**config.mk**
```make
export PLATFORM = sky130hd
export DESIGN_NAME = register_file
export DESIGN_NICKNAME = d
export VERILOG_FILES = /design/src/rtl/register_file.sv
export SDC_FILE = /design/constraint.sdc
export NUM_CORES = 2
export LEC_CHECK = 0
export CORE_MARGIN = 2
export CORE_UTILIZATION = 45
export DETAILED_ROUTE_END_ITERATION = 16
export PLACE_DENSITY = 0.65
export SLEW_MARGIN = 0
export SYNTH_ARGS = -nofsm -noshare
export SYNTH_HDL_FRONTEND = slang
export SYNTH_SLANG_ARGS = --single-unit
```
**constraint.sdc**
```tcl
create_clock -name clk -period 5.7 [get_ports clk]
set_input_delay 1.425 -clock clk [delete_from_list [all_inputs] [get_ports clk]]
set_output_delay 1.425 -clock clk [all_outputs]
set_load 0.02 [all_outputs]
```
**src/rtl/register_file.sv**
```systemverilog
// General-purpose register file: two combinational read ports, one clocked write port.
// Register 0 can be hardwired to zero through R0_ZERO.
module register_file #(
    parameter int DATA_W  = 32,
    parameter int ADDR_W  = 5,
    parameter int R0_ZERO = 1
) (
    input  logic              clk,
    input  logic              rstd,
    input  logic [ADDR_W-1:0] ra1,
    input  logic [ADDR_W-1:0] ra2,
    output logic [DATA_W-1:0] rr1,
    output logic [DATA_W-1:0] rr2,
    input  logic [ADDR_W-1:0] wa,
    input  logic [DATA_W-1:0] wr,
    input  logic              wren
);

    localparam int NREGS = 2 ** ADDR_W;

    logic [DATA_W-1:0] regs [NREGS];
    logic              write_ok;
    logic              r0_hard;

    assign r0_hard = (R0_ZERO != 0);

    // A write to register 0 is dropped when it is hardwired to zero.
    always_comb begin
        write_ok = wren && !(r0_hard && (wa == '0));
    end

    always_ff @(posedge clk) begin
        if (!rstd) begin
            for (int i = 0; i < NREGS; i++) begin
                regs[i] <= '0;
            end
        end else if (write_ok) begin
            regs[wa] <= wr;
        end
    end

    // No bypass: reads see only committed state.
    assign rr1 = (r0_hard && (ra1 == '0)) ? '0 : regs[ra1];
    assign rr2 = (r0_hard && (ra2 == '0)) ? '0 : regs[ra2];

endmodule

```
==> impl_metrics.json <==
{
  "status": "finished, violations left",
  "violations": "setup timing",
  "clk_pin_slew_ns": 0.06,
  "p_switching_w": 0.00463,
  "crit_type": "in -> out",
  "cp_data_arrival_time_ns": 4.34,
  "clock.fmax_mhz": 174,
  "chipWidth_um": 351,
  "cp-end-kind": "output port",
  "syn_avg_cell_area_um2": 15.5,
  "p_leak_nw": 21.5,
  "place_congestion": 0.878,
  "wl_um": 178000,
  "die_h_um": 351,
  "placementRows": 127,
  "path_max_fanout": 10,
  "vias": 34554,
  "start_util": 0.453,
  "slew_viol_final": 0,
  "place_inst": 5154,
  "synth_cells": 3507,
  "cts-htree-levels": 3,
  "numCtsBuffers": 108,
  "io_buffers": 113,
  "layout-drive-gt1-share": 0.281,
  "worstHoldPathCells": 3,
  "dp_hpwl_um": 111000,
  "setup_viol": 5,
  "grt_max_degree": 40,
  "top_regs": "regs: 1024 flops",
  "wire_per_inst_um": 33.1,
  "syn2layout_area_growth_pct": 15.4,
  "track_usage": 0.288,
  "ios": 114,
  "synth_area_leaders": "edfxtp_1 57%, mux4_2 20%, and2_1 11%",
  "ys_ff_latch": 1024,
  "die-area_um2": 123000,
  "startpoint_type": "primary input",
  "cap_violations": 0,
  "period_needed_ns": 5.76,
  "synth_top_cell_by_area": "edfxtp_1",
  "p_int_w": 0.0140,
  "p_per_area_nw_per_um2": 298,
  "drtAntennaViolNets": 0,
  "hold_slack_ns": 1.70,
  "grt_overflow": 0,
  "hold_path.class": "in -> reg",
  "synth.distinct_cells": 44,
  "postCtsHoldBufs": 0,
  "cts.path.max_buffers": 3,
  "finalCritPeriodShare": 1.01,
  "synthesis.area_um2": 54200,
  "worst_pin_slew_ns": 1.28,
  "drt_iter0_drc": 4910,
  "hold_path_end": "regs[28][6]",
  "largest-register": "regs",
  "synthFlopType": "edfxtp_1",
  "finalPower_w": 0.0186,
  "vias_per_cell": 6.44,
  "worstHoldStart": "rstd",
  "root_buffer": "clkbuf_16",
  "crit_required_ns": 4.28,
  "coreArea_um2": 120000,
  "vdd_ir_drop_max_mv": 0.222,
  "grt_pass1_wl_um": 252000,
  "slew_headroom": 0.145,
  "p_sw_frac": 0.249,
  "pwr-share-comb": 0.133,
  "clkPwrFrac": 0.387,
  "cts_tree": "yes",
  "largest_reg_flops": 1024,
  "seqPwrFrac": 0.480,
  "report.final.hold_viol_count": 0,
  "fin_ws_ns": -0.0623,
  "drc_errors": 0,
  "yosysTopAreaCellShare": 0.567,
  "layout.nets": 3706,
  "grt_pass1_vias": 34672,
  "seq_area_frac_synth": 0.567,
  "fin_cells": 5362,
  "ys_warn_count": 0,
  "clock-sinks": 1024,
  "detail_route.first_pass.iterations": 5,
  "synth_edf_count": 1024,
  "synthArstFlopShare": 0,
  "antenna_found_initial": 13
}
Yosys cell counts (4+ instances only):
| cell type | n |
|---|---|
| o21ai_0 | 35 |
| buf_2 | 46 |
| a2111oi_1 | 32 |
| buf_4 | 33 |
| nor3_1 | 54 |
| nand2_1 | 9 |
| mux4_2 | 472 |
| nand3b_1 | 5 |
| nand3_1 | 5 |
| a32o_1 | 4 |
| nor2_1 | 37 |
| a22oi_1 | 16 |
| edfxtp_1 | 1024 |
| nor4_1 | 5 |
| nor2b_1 | 14 |
| a221oi_1 | 4 |
| a22o_1 | 51 |
| nand2b_1 | 5 |
| and2_1 | 995 |
| clkbuf_1 | 268 |
| buf_6 | 21 |
| mux2_2 | 30 |
| buf_1 | 20 |
| a211oi_1 | 7 |
| o22ai_1 | 103 |
| mux2i_1 | 150 |
| a2111oi_0 | 23 |
| a21oi_1 | 12 |
cells by family after synthesis:
kind of cell,after synthesis,synth area share
and+or+nand+nor,1148,0.130
DFF,1024,0.567
muxes,652,0.230
buffers and inverters,392,0.0334
AOI/OAI and AO/OA,290,0.0392
other,1,0.0000692
worst max-delay path, stage by stage:
cell             delay [ns]
clkdlybuf4s50_1        0.45
buf_12                 0.17
or3b_2                 0.52
buf_4                  0.25
buf_4                  0.17
o22ai_1                0.10
a2111oi_1              0.11
nor3_1                 0.83
buf_4                  0.28
power by group through the flow:
stage / clock, W / sequential [W] / combinational (W)
finish: 0.00721 / 0.00893 / 0.00247
global route: 0.00752 / 0.00896 / 0.00255
CTS: 0.00725 / 0.00892 / 0.00244
detailed placement: 0 / 0.00907 / 0.00242
global placement: 0 / 0.00905 / 0.00242
floorplan: 0 / 0.00900 / 0.00141
layout by cell type (no fill, tap or decap), types with 13 or more instances in the layout:
cell type and instances:
edfxtp_1 1024, and2_1 994, mux4_2 472, buf_4 254, mux2i_1 150, clkbuf_16 111
o22ai_1 102, clkdlybuf4s50_1 94, a22o_1 51, nor3_1 48, buf_12 39, conb_1 32
o21ai_4 31, mux2_2 30, a2111oi_1 28, clkinv_1 28, clkbuf_1 19, nor2_4 17
clkinv_2 17, a22oi_1 16, nor2_2 15, bufinv_16 14, a2111oi_0 13
metal layers:
metal,track usage,vias to the layer above,share of wire
li1,-,13893,-
met1,0.401,18018,0.39
met4,0.116,10,0.043
met2,0.447,2233,0.46
met3,0.0558,400,0.10
met5,0,-,0.00038
cell type report:
type | instances | area [µm²]
tap | 1612 | 2020
timing repair buffer | 397 | 3740
fill | 9666 | 57100
multi-input combinational | 2122 | 22500
clock buffer | 130 | 2850
clock inverter | 69 | 688
sequential | 1024 | 30700
antenna | 5 | 12.5
inverter | 3 | 11.3
how the worst max path moves through the flow:
stage | startpoint | endpoint | slack [ns] | cells past startpoint
after CTS | ra1[3] | rr1[26] | 0.005 | 10
after global placement | ra1[0] | rr1[12] | -0.22 | 8
after detailed placement | ra1[0] | rr1[20] | -0.19 | 9
after floorplan | rstd | regs[24][0] | 0.74 | 5
final | ra1[3] | rr1[18] | -0.06 | 9
after global routing | ra1[0] | rr1[23] | -0.08 | 9
per-stage QoR:
| stage | area (µm²) | worst slack (ns) | setup TNS [ns] | utilization |
|---|---|---|---|---|
| floorplan | 54300 | 0.739 | 0 | - |
| global placement | 58800 | -0.219 | -1.84 | 0.491 |
| detailed placement | 58800 | -0.187 | -1.56 | 0.491 |
| CTS | 62400 | 0.00487 | 0 | 0.521 |
| global route | 62500 | -0.0794 | -0.0866 | 0.523 |
| finish | 62500 | -0.0623 | -0.162 | 0.523 |
repair_timing:
action	CTS	global route
cloned	0	0
buffers inserted	0	4
gates resized for setup	19	21
endpoints found under the hold margin	0	0
setup endpoints to repair	15	18
Note: power is estimated with default switching activity, not from simulation.
